## config.mk

```make
export PLATFORM = sky130hd
export DESIGN_NAME = piso_serializer_flat
export DESIGN_NICKNAME = d
export VERILOG_FILES = /design/src/rtl/piso_serializer_if.sv /design/src/rtl/piso_serializer.sv /design/src/flat_wrapper.sv
export SDC_FILE = /design/constraint.sdc
export NUM_CORES = 1
export LEC_CHECK = 0
export ABC_AREA = 0
export CELL_PAD_IN_SITES_DETAIL_PLACEMENT = 1
export CELL_PAD_IN_SITES_GLOBAL_PLACEMENT = 1
export CORE_ASPECT_RATIO = 1.2
export CORE_MARGIN = 1
export CORE_UTILIZATION = 30
export CTS_BUF_LIST = sky130_fd_sc_hd__clkbuf_8
export DETAILED_ROUTE_END_ITERATION = 6
export HOLD_SLACK_MARGIN = 0.05
export PLACE_DENSITY_LB_ADDON = 0.1
export SYNTH_ARGS = -nofsm -noshare
export SYNTH_HDL_FRONTEND = slang
export SYNTH_SLANG_ARGS = --single-unit
```

## constraint.sdc

```tcl
create_clock -name clk -period 4.7 [get_ports clk]
set_input_delay 0.94 -clock clk [delete_from_list [all_inputs] [get_ports clk]]
set_output_delay 0.94 -clock clk [all_outputs]
set_load 0.03 [all_outputs]
```

## src/rtl/piso_serializer_if.sv

```systemverilog
// Load/serial handshake bundle for piso_serializer. The producer/consumer side
// takes the master modport and the serializer takes the slave modport.
interface piso_if #(
  parameter int WIDTH = 8
);
  logic [WIDTH-1:0] P_in;
  logic             load_valid;
  logic             load_ready;
  logic             shift_en;
  logic             S_out;
  logic             s_valid;
  logic             s_last;
  logic             busy;

  modport master (
    output P_in, load_valid, shift_en,
    input  load_ready, S_out, s_valid, s_last, busy
  );

  modport slave (
    input  P_in, load_valid, shift_en,
    output load_ready, S_out, s_valid, s_last, busy
  );
endinterface

```

## src/rtl/piso_serializer.sv

```systemverilog
// Parallel-in/serial-out serializer with a valid/ready load and framed serial output.
// Define PISO_PARITY_EN to append one even-parity bit to every frame.
//
//   state  | meaning
//   IDLE   | no frame in progress, ready for a word
//   SHIFT  | emitting data bits, one per shift_en
//   PARITY | emitting the trailing parity bit (PISO_PARITY_EN only)
module piso_serializer #(
  parameter int WIDTH     = 8,
  parameter bit MSB_FIRST = 1'b1
) (
  input logic   clk,
  input logic   rst,
  piso_if.slave bus
);
  localparam int CW = $clog2(WIDTH);

`ifdef PISO_PARITY_EN
  typedef enum logic [1:0] {IDLE = 2'd0, SHIFT = 2'd1, PARITY = 2'd2} state_t;
`else
  typedef enum logic [1:0] {IDLE = 2'd0, SHIFT = 2'd1} state_t;
`endif

  state_t           state_q;
  logic [WIDTH-1:0] sreg_q;
  logic [WIDTH-1:0] sreg_d;
  logic [CW-1:0]    cnt_q;
  logic             head;
  logic             s_last;
  logic             load_ready;
  logic             accept;
`ifdef PISO_PARITY_EN
  logic             par_q;
`endif

  assign sreg_d = MSB_FIRST ? {sreg_q[WIDTH-2:0], 1'b0} : {1'b0, sreg_q[WIDTH-1:1]};
  assign head   = MSB_FIRST ? sreg_q[WIDTH-1] : sreg_q[0];

`ifdef PISO_PARITY_EN
  assign s_last    = (state_q == PARITY);
  assign bus.S_out = ((state_q == SHIFT) & head) | ((state_q == PARITY) & par_q);
`else
  assign s_last    = (state_q == SHIFT) && (cnt_q == '0);
  assign bus.S_out = (state_q == SHIFT) & head;
`endif

  // Ready during the last bit lets the next word follow with no gap.
  assign load_ready     = rst & ((state_q == IDLE) | (s_last & bus.shift_en));
  assign accept         = bus.load_valid & load_ready;
  assign bus.load_ready = load_ready;
  assign bus.s_valid    = (state_q != IDLE);
  assign bus.busy       = (state_q != IDLE);
  assign bus.s_last     = s_last;

  always_ff @(posedge clk or negedge rst) begin
    if (!rst) begin
      state_q <= IDLE;
      sreg_q  <= '0;
      cnt_q   <= '0;
`ifdef PISO_PARITY_EN
      par_q   <= 1'b0;
`endif
    end else if (accept) begin
      state_q <= SHIFT;
      sreg_q  <= bus.P_in;
      cnt_q   <= CW'(WIDTH - 1);
`ifdef PISO_PARITY_EN
      par_q   <= ^bus.P_in;
`endif
    end else begin
      case (state_q)
        SHIFT: begin
          if (bus.shift_en) begin
            sreg_q <= sreg_d;
            if (cnt_q == '0) begin
`ifdef PISO_PARITY_EN
              state_q <= PARITY;
`else
              state_q <= IDLE;
`endif
            end else begin
              cnt_q <= cnt_q - CW'(1);
            end
          end
        end
`ifdef PISO_PARITY_EN
        PARITY: begin
          if (bus.shift_en) state_q <= IDLE;
        end
`endif
        default: ;
      endcase
    end
  end
endmodule

```

## src/flat_wrapper.sv

```systemverilog
// flat-port wrapper written by rule: the top's interface ports become plain ports
module piso_serializer_flat 
#(
  parameter int WIDTH     = 8,
  parameter bit MSB_FIRST = 1'b1
)
  (clk, rst, bus_P_in, bus_load_valid, bus_shift_en, bus_load_ready, bus_S_out, bus_s_valid, bus_s_last, bus_busy);
  piso_if #(.WIDTH(WIDTH)) bus_i ();
  input logic clk;
  input logic rst;
  input wire logic [$bits(bus_i.P_in)-1:0] bus_P_in;
  input wire logic [$bits(bus_i.load_valid)-1:0] bus_load_valid;
  input wire logic [$bits(bus_i.shift_en)-1:0] bus_shift_en;
  output wire logic [$bits(bus_i.load_ready)-1:0] bus_load_ready;
  output wire logic [$bits(bus_i.S_out)-1:0] bus_S_out;
  output wire logic [$bits(bus_i.s_valid)-1:0] bus_s_valid;
  output wire logic [$bits(bus_i.s_last)-1:0] bus_s_last;
  output wire logic [$bits(bus_i.busy)-1:0] bus_busy;
  assign bus_i.P_in = bus_P_in;
  assign bus_i.load_valid = bus_load_valid;
  assign bus_i.shift_en = bus_shift_en;
  assign bus_load_ready = bus_i.load_ready;
  assign bus_S_out = bus_i.S_out;
  assign bus_s_valid = bus_i.s_valid;
  assign bus_s_last = bus_i.s_last;
  assign bus_busy = bus_i.busy;
  piso_serializer #(.WIDTH(WIDTH), .MSB_FIRST(MSB_FIRST)) u_core (.clk(clk), .rst(rst), .bus(bus_i));
endmodule
```

* Word-level counts from Yosys, hierarchy flattened
Cells that the tools add are included.
Word-level totals: output and inout port bits 5, logic and storage cells 32, input bits 12, flip-flop bits (word level) 13
Operators by class: eq/ne operators 2, muxes and demuxes 11, add/subtract/negate cells 1, bitwise operators 5, reduce and logical (&&, ||, !) cells 10
Operator list (count):
- $mux 8 | 3
- $mux 3 | 4
- $mux 2 | 4
- $reduce_bool 2->1 | 4
- $reduce_and 3->1 | 2
- $and 1x1->1 | 4
- $logic_not 3->1 | 1
- $sub 3x1->3 const B | 1
- $eq 2x1->1 const B | 1
- $logic_not 2->1 | 1
- $ne 2x1->1 const B | 1
- $reduce_and 2->1 | 1
- $logic_and 1x1->1 | 1
- $or 1x1->1 | 1

* Depth between registers and ports, before layout
Gate-level depths: netlist of run 1.
depth after elaboration 8, gate-level depth with buffers 6, depth with buffers taken out 5

* Worst setup path before layout of run 1
Ideal clock, no wire load.
kind input -> output, from input port bus_shift_en, to output port bus_load_ready, stages 3, arrival time 1393 ps, path buffers 0, setup slack 2367 ps, cell sequence nand3b_1 > nand2_1 > and2_1
On the way: cells in the longest elaborated chain, start to end 3
Ends and longest elaborated chain:
- start, declared | RTL line flat_wrapper.sv:13 | input wire logic [$bits(bus_i.shift_en)-1:0] bus_shift_en;
- $and 1x1->1 | RTL line piso_serializer.sv:48 | assign load_ready = rst & ((state_q == IDLE) | (s_last & bus.shift_en));
- $or 1x1->1 | RTL line piso_serializer.sv:48
- $and 1x1->1 | RTL line piso_serializer.sv:48
- end, declared | RTL line flat_wrapper.sv:14 | output wire logic [$bits(bus_i.load_ready)-1:0] bus_load_ready;
No other way between the ends.

* Worst setup path in the final report of run 1
Same ends and word-level chain as after synthesis.

==> metrics.md, run 1 <==
| Metric | Value |
|---|---|
| Post-synth design cell area | `approximately 700 um2` |
| Detailed Routing Iterations Pass 1 | `2` |
| Mapped Nets | `between 60 and 70` |
| Number of DRC markers in iteration 0 | `1` |
| Netlist cell types | `20` |
| Sw power | `176 uW` |
| Worst slew pin tran | `roughly 320 ps` |
| Cell breakdown of the critical path | `clkdlybuf4s50_1 -> nand3b_1 -> nand2_1 -> and2_1 -> clkdlybuf4s50_1` |
| CTS tree | `done` |
| Initial antenna violation count | `0` |
| Crit-path most repeated cell | `clkdlybuf4s50_1` |
| Initial core utilization | `0.326` |
| Antenna Nets Post-Route | `0` |
| Most frequent cells in the layout | `16 x clkdlybuf4s50_1, 12 x dfrtp_1, 10 x mux2_4, 5 x nand2_1, 4 x mux2_2` |
| Multi-input gate area | `about 350 um2` |
| Non-filler cells, final | `102` |
| Clk sinks | `12` |
| Top fanout value on the critical path | `3` |
| CTS H-Tree Depth | `1` |
| Core Area | `~2100 um2` |
| Antenna cells | `0` |
| Final Cycle Share | `0.722` |
| Fin nets | `about 90` |
| Pin count of the biggest net entering global routing | `15` |
| Hold Path End | `u_core.sreg_q[0]` |
| Crit path time final | `between 3000 and 4000 ps` |
| Crit end category | `output port` |
| Status | `complete, no violations` |
| Via count | `about 450` |
| Peak supply drop | `0.239 mV` |
| Setup TNS | `0 ps` |
| DRC viols | `0` |
| Net Sw Frac | `0.325` |
| Height of the die | `between 50 and 60 um` |
| Share of cells above drive strength 1 | `0.319` |
| Worst min path class | `reg2reg` |
| Clk_skew | `2.77 ps` |
| Clock Pin Slew Worst Setup and Hold Paths | `around 50 ps` |
| Num CTS Buffers | `3` |
| HPWL after DPL | `between 800 and 900 um` |
| GRT overflow | `0` |
| Tot GR Track Use | `0.120` |
| Max frequency | `295 MHz` |
| Cell Int Power | `around 370 uW` |
| Synth Warn # | `0` |
| Final wirelength | `1.19 mm` |
| WP buf/inv | `2` |
| Sequential share of power | `0.340` |
| Setup bufs post-CTS | `0` |
| Slew Limit Fails | `0` |
| Most common library cell in the layout ignoring fill and taps | `clkdlybuf4s50_1` |
| FP Rows | `18` |
| Fill count | `237` |
| Avg Inst Size Synth | `between 10 and 15 um2` |
| Number of port buffers | `16` |
| First-pass GRT wire length | `1.99 mm` |
| Area growth syn-to-layout | `31.3%` |
| I/O pin cnt | `17` |
| Synthesized instance count | `between 50 and 60` |
| Reg2reg start | `u_core.cnt_q[0]` |
| Sequential share of the synthesized area | `0.435` |
| Critical Path AT | `between 2000 and 2500 ps` |
| Worst R2R Path Depth | `5` |
| Clock buffer depth | `2` |
| Max-cap viol count | `0` |
| Placer Congestion | `0.646` |
| Critical path data required time | `~3800 ps` |
| Seq cells post-synth | `12` |
| Setup violators final | `0` |
| Fin area | `approximately 910 um2` |
| CTS Root Cell | `clkbuf_8` |
| Clock Power Share | `0.170` |
| Critical path class | `in2out` |
| P_leak | `0.437 nW` |
| Reg2reg end | `u_core.sreg_q[4]` |
| Cells after DPL | `between 90 and 100` |
| Worst setup SP type | `input port` |
| Final Hold Viols | `0` |
| Slowest cell on crit path | `clkdlybuf4s50_1` |
| R2r setup slk | `3130 ps` |
| Die ar. | `about 2500 um2` |
| Register area | `roughly 300 um2` |
| Hold wc startpoint | `u_core.sreg_q[0]` |
| Vias per inst | `4.42` |
| RSZ-0062 raised after global routing | `false` |
| Die width | `about 46 um` |
| Delay-heaviest family, CP | `buffers and inverters` |
| Vias in the first global route | `about 430` |
| Placed cell areas | `~870 um2` |
| Pwr dens | `roughly 600 nW/um2` |
| Clock Latency Late Sink | `approximately 240 ps` |
| Cell depth of the worst hold path | `2` |
| Rel. slew slack | `0.789` |
| Routed len/inst | `~12 um` |
| Post-cts resize count | `0` |
| Comb pwr share | `0.490` |
| # hold bufs at CTS | `0` |
| Max incr delay on CP | `660 ps` |
==> cells by family after synthesis <==
| logic type | after synthesis | share of synthesized area |
|---|---|---|
| compound gates | 4 | 0.0399 |
| fa+ha+maj | 2 | 0.0362 |
| buf+inv | 6 | 0.0598 |
| flops | 12 | 0.435 |
| mux | 16 | 0.312 |
| simple gates | 15 | 0.118 |
==> worst reg2reg max path, cell delays in order (launching register included) <==
cell      delay [ps]
dfrtp_1          340
inv_1             60
ha_1             230
nand3b_1         120
a21o_2           340
mux2_2           380
==> metrics by stage <==
step	utilization	hold slack [ps]	setup WS, ps	power [mW]
after floorplan	-	499	2370	0.393
after global placement	0.409	519	1300	0.451
after detailed placement	0.409	531	1300	0.456
after CTS	0.428	536	1290	0.551
after global routing	0.428	566	1200	0.583
final	0.428	530	1310	0.542
==> cells in the mapped netlist <==
master | count | share of area
dfrtp_1 | 12 | 0.43
mux2_4 | 10 | 0.22
nand2_1 | 5 | 0.027
mux2_2 | 4 | 0.065
inv_1 | 3 | 0.016
and2_2 | 2 | 0.022
buf_6 | 2 | 0.033
ha_1 | 2 | 0.036
mux2i_1 | 2 | 0.029
nand3_1 | 2 | 0.014
o21ai_0 | 2 | 0.014
a21o_2 | 1 | 0.013
and2_1 | 1 | 0.0091
buf_4 | 1 | 0.011
nand2_2 | 1 | 0.0091
nand3b_1 | 1 | 0.011
nor2_1 | 1 | 0.0054
nor2b_1 | 1 | 0.0091
o311ai_0 | 1 | 0.013
or3_2 | 1 | 0.011
==> sequential cells by signal (all words and copies together) (netlist names) <==
signal / flops
u_core.sreg_q: 8
u_core.cnt_q: 3
u_core.state_q: 1
==> routing by layer <==
metal / track usage / wire length [um] / up-vias
met5: 0 / 0 / -
met4: 0.0882 / 31 / 0
met3: 0.0297 / 53 / 4
met2: 0.181 / 563 / 15
met1: 0.145 / 544 / 209
li1: - / - / 223
==> final cells by class <==
class                           instances  share of cell area
Timing Repair Buffer                   17               0.185
Sequential cell                        12               0.331
Multi-Input combinational cell         37               0.385
Inverter                                3              0.0124
Tap cell                               30              0.0414
Clock buffer                            3              0.0455
==> power by group through the flow <==
stage                     combinational (mW)  clock (mW)  sequential, mW
after floorplan                        0.208           0           0.185
after global placement                 0.266           0           0.185
after detailed placement               0.269           0           0.187
after CTS                              0.270      0.0964           0.185
after global routing                   0.293       0.101           0.189
final                                  0.266      0.0923           0.184
==> how the worst max path moves through the flow <==
stage                 startpoint             end  slack, ps  cells after the start
finish              bus_shift_en  bus_load_ready       1310                      5
global route        bus_shift_en  bus_load_ready       1200                      5
CTS                 bus_shift_en  bus_load_ready       1290                      5
detailed placement  bus_shift_en  bus_load_ready       1300                      5
global placement    bus_shift_en  bus_load_ready       1300                      5
floorplan           bus_shift_en  bus_load_ready       2370                      3
No activity file was read; power rests on OpenSTA's default activity.
==> run 2, diff against run 1 <==
==> constraint.sdc (replaced) <==
create_clock -name clk -period 2.8 [get_ports clk]
set_input_delay 0.56 -clock clk [delete_from_list [all_inputs] [get_ports clk]]
set_output_delay 0.56 -clock clk [all_outputs]
set_load 0.03 [all_outputs]
==> run 2 against run 1 <==
Net effect: critical path depth did not move; hold slack got worse by 7.8 ps; core utilization decreased by 0.12 points; die area unchanged; routed wire length increased by 2.3%; clock skew shrank 2.5 ps; global-route usage grew 0.64 points; combinational power up 67%; non-clock buffer count stayed put; final area shrank 0.28%; sequential power increased by 70%; clock power up 67%; highest routed layer unchanged.
==> metrics.md, run 2 (synthesis gave the netlist of run 1 again) <==
| Metric | Value |
|---|---|
| Critical path data required time | `about 2200 ps` |
| Pwr dens | `about 1000 nW/um2` |
| Most common library cell in the layout ignoring fill and taps | `clkdlybuf4s50_1` |
| P_leak | `approximately 0.44 nW` |
| WP buf/inv | `2` |
| Die ar. | `2500 um2` |
| Vias per inst | `about 4.4` |
| Placer Congestion | `about 0.65` |
| Number of DRC markers in iteration 0 | `2` |
| Detailed Routing Iterations Pass 1 | `3` |
| Routed len/inst | `around 12 um` |
| Most frequent cells in the layout | `15 x clkdlybuf4s50_1, 12 x dfrtp_1, 10 x mux2_4, 5 x nand2_1, 4 x mux2_2` |
| Crit end category | `output port` |
| First-pass GRT wire length | `around 2.1 mm` |
| Worst setup SP type | `register` |
| Peak supply drop | `around 0.36 mV` |
| Height of the die | `around 55 um` |
| Clk sinks | `12` |
| Clock Pin Slew Worst Setup and Hold Paths | `~50 ps` |
| Final setup margin | `257 ps` |
| Post-cts resize count | `0` |
| Antenna cells | `0` |
| Initial antenna violation count | `0` |
| CTS H-Tree Depth | `1` |
| FP Rows | `18` |
| Cell breakdown of the critical path | `inv_1 -> ha_1 -> nor2b_1 -> and2_2 -> clkdlybuf4s50_1` |
| Largest regs | `u_core.sreg_q x8, u_core.cnt_q x3, u_core.state_q x1` |
| Setup violators final | `0` |
| Clock Latency Late Sink | `240 ps` |
| Delay-heaviest family, CP | `buffers and inverters` |
| Top fanout value on the critical path | `5` |
| Slew Limit Fails | `0` |
| Die width | `around 46 um` |
| Cells after DPL | `99` |
| Setup bufs post-CTS | `0` |
| Antenna Nets Post-Route | `0` |
| Initial core utilization | `0.326` |
| Core Area | `about 2100 um2` |
| Tot GR Track Use | `0.126` |
| RSZ-0062 raised after global routing | `false` |
| Critical path class | `reg2out` |
| I/O pin cnt | `17` |
| DRC viols | `0` |
| Max-cap viol count | `0` |
| Fin nets | `88` |
| Max incr delay on CP | `~660 ps` |
| Pre-CTS setup slack | `just over 500 ps` |
| Clock buffer depth | `2` |
| Pin count of the biggest net entering global routing | `13` |
| Clk_skew | `approximately 0.28 ps` |
| HPWL after DPL | `around 920 um` |
| Critical Path AT | `1980 ps` |
| CTS Root Cell | `clkbuf_8` |
| Final Hold Viols | `0` |
| Status | `complete, no violations` |
| Final wirelength | `~1.2 mm` |
| Max frequency | `about 400 MHz` |
| Worst min path class | `reg2reg` |
| GRT overflow | `0` |
| Final Cycle Share | `0.908` |
| Setup TNS | `0 ps` |
| Rel. slew slack | `0.774` |
| Worst slew pin tran | `~330 ps` |
| Non-filler cells, final | `approximately 100` |
| # hold bufs at CTS | `0` |
| Share of cells above drive strength 1 | `0.333` |
| Slowest cell on crit path | `clkdlybuf4s50_1` |
| Num CTS Buffers | `3` |
| Max FFs per register | `8` |
| Number of port buffers | `16` |
| Via count | `between 400 and 500` |
| Area growth syn-to-layout | `31.0%` |
| CTS tree | `done` |
| Top reg by flops | `u_core.sreg_q` |
| Vias in the first global route | `roughly 480` |
| Crit path time final | `around 2500 ps` |
## run 2: cell types whose count changed in the layout (fill, tap and decap cells not counted), sizes merged
| cell | delta |
|---|---|
| clkdlybuf4s50 | -1 |
| buf | +1 |
## run 2: metal layers
layer / GRT usage / vias to the layer above / part of all wire
li1: - / 222 / -
met1: 0.158 / 210 / 0.48
met2: 0.195 / 14 / 0.46
met3: 0.0198 / 4 / 0.042
met4: 0.0882 / 0 / 0.022
met5: 0 / - / 0
## run 2: area by class of cell
class	count	area [um2]
clock buffer	3	41.3
multi-input combinational	37	349
inverter	3	11.3
timing repair buffer	17	165
fill	251	1210
sequential	12	300
tap	30	37.5
## run 2: path summary, 6_finish.rpt
path	startpoint	to	slack, ps	cells past startpoint
max in group asynchronous	rst	u_core.sreg_q[5]	1860	2
min in group asynchronous	rst	u_core.state_q[0]	550	1
hold reg to reg	u_core.sreg_q[0]	u_core.sreg_q[0]	520	2
setup / recovery	u_core.cnt_q[0]	bus_s_last	260	5
setup reg to reg	u_core.cnt_q[0]	u_core.sreg_q[4]	1200	5
hold / removal	u_core.sreg_q[0]	u_core.sreg_q[0]	520	2
## run 2: power breakdown
group          total (mW)  internal [mW]  switching (mW)
sequential          0.312          0.257          0.0550
clock               0.154         0.0945          0.0599
combinational       0.445          0.262           0.183
## run 2: tightest hold or removal path: stages, from the launching register on
cell and delay [ps]:
dfrtp_1 370, nand2_1 60, mux2i_1 60
## run 2: per-stage QoR
stage | power [mW] | area (um2) | hold WS, ps | utilization
floorplan | 0.660 | 691 | 264 | -
global placement | 0.753 | 863 | 521 | 0.408
detailed placement | 0.764 | 863 | 522 | 0.408
CTS | 0.926 | 905 | 529 | 0.427
global route | 0.983 | 905 | 555 | 0.427
finish | 0.911 | 905 | 522 | 0.427
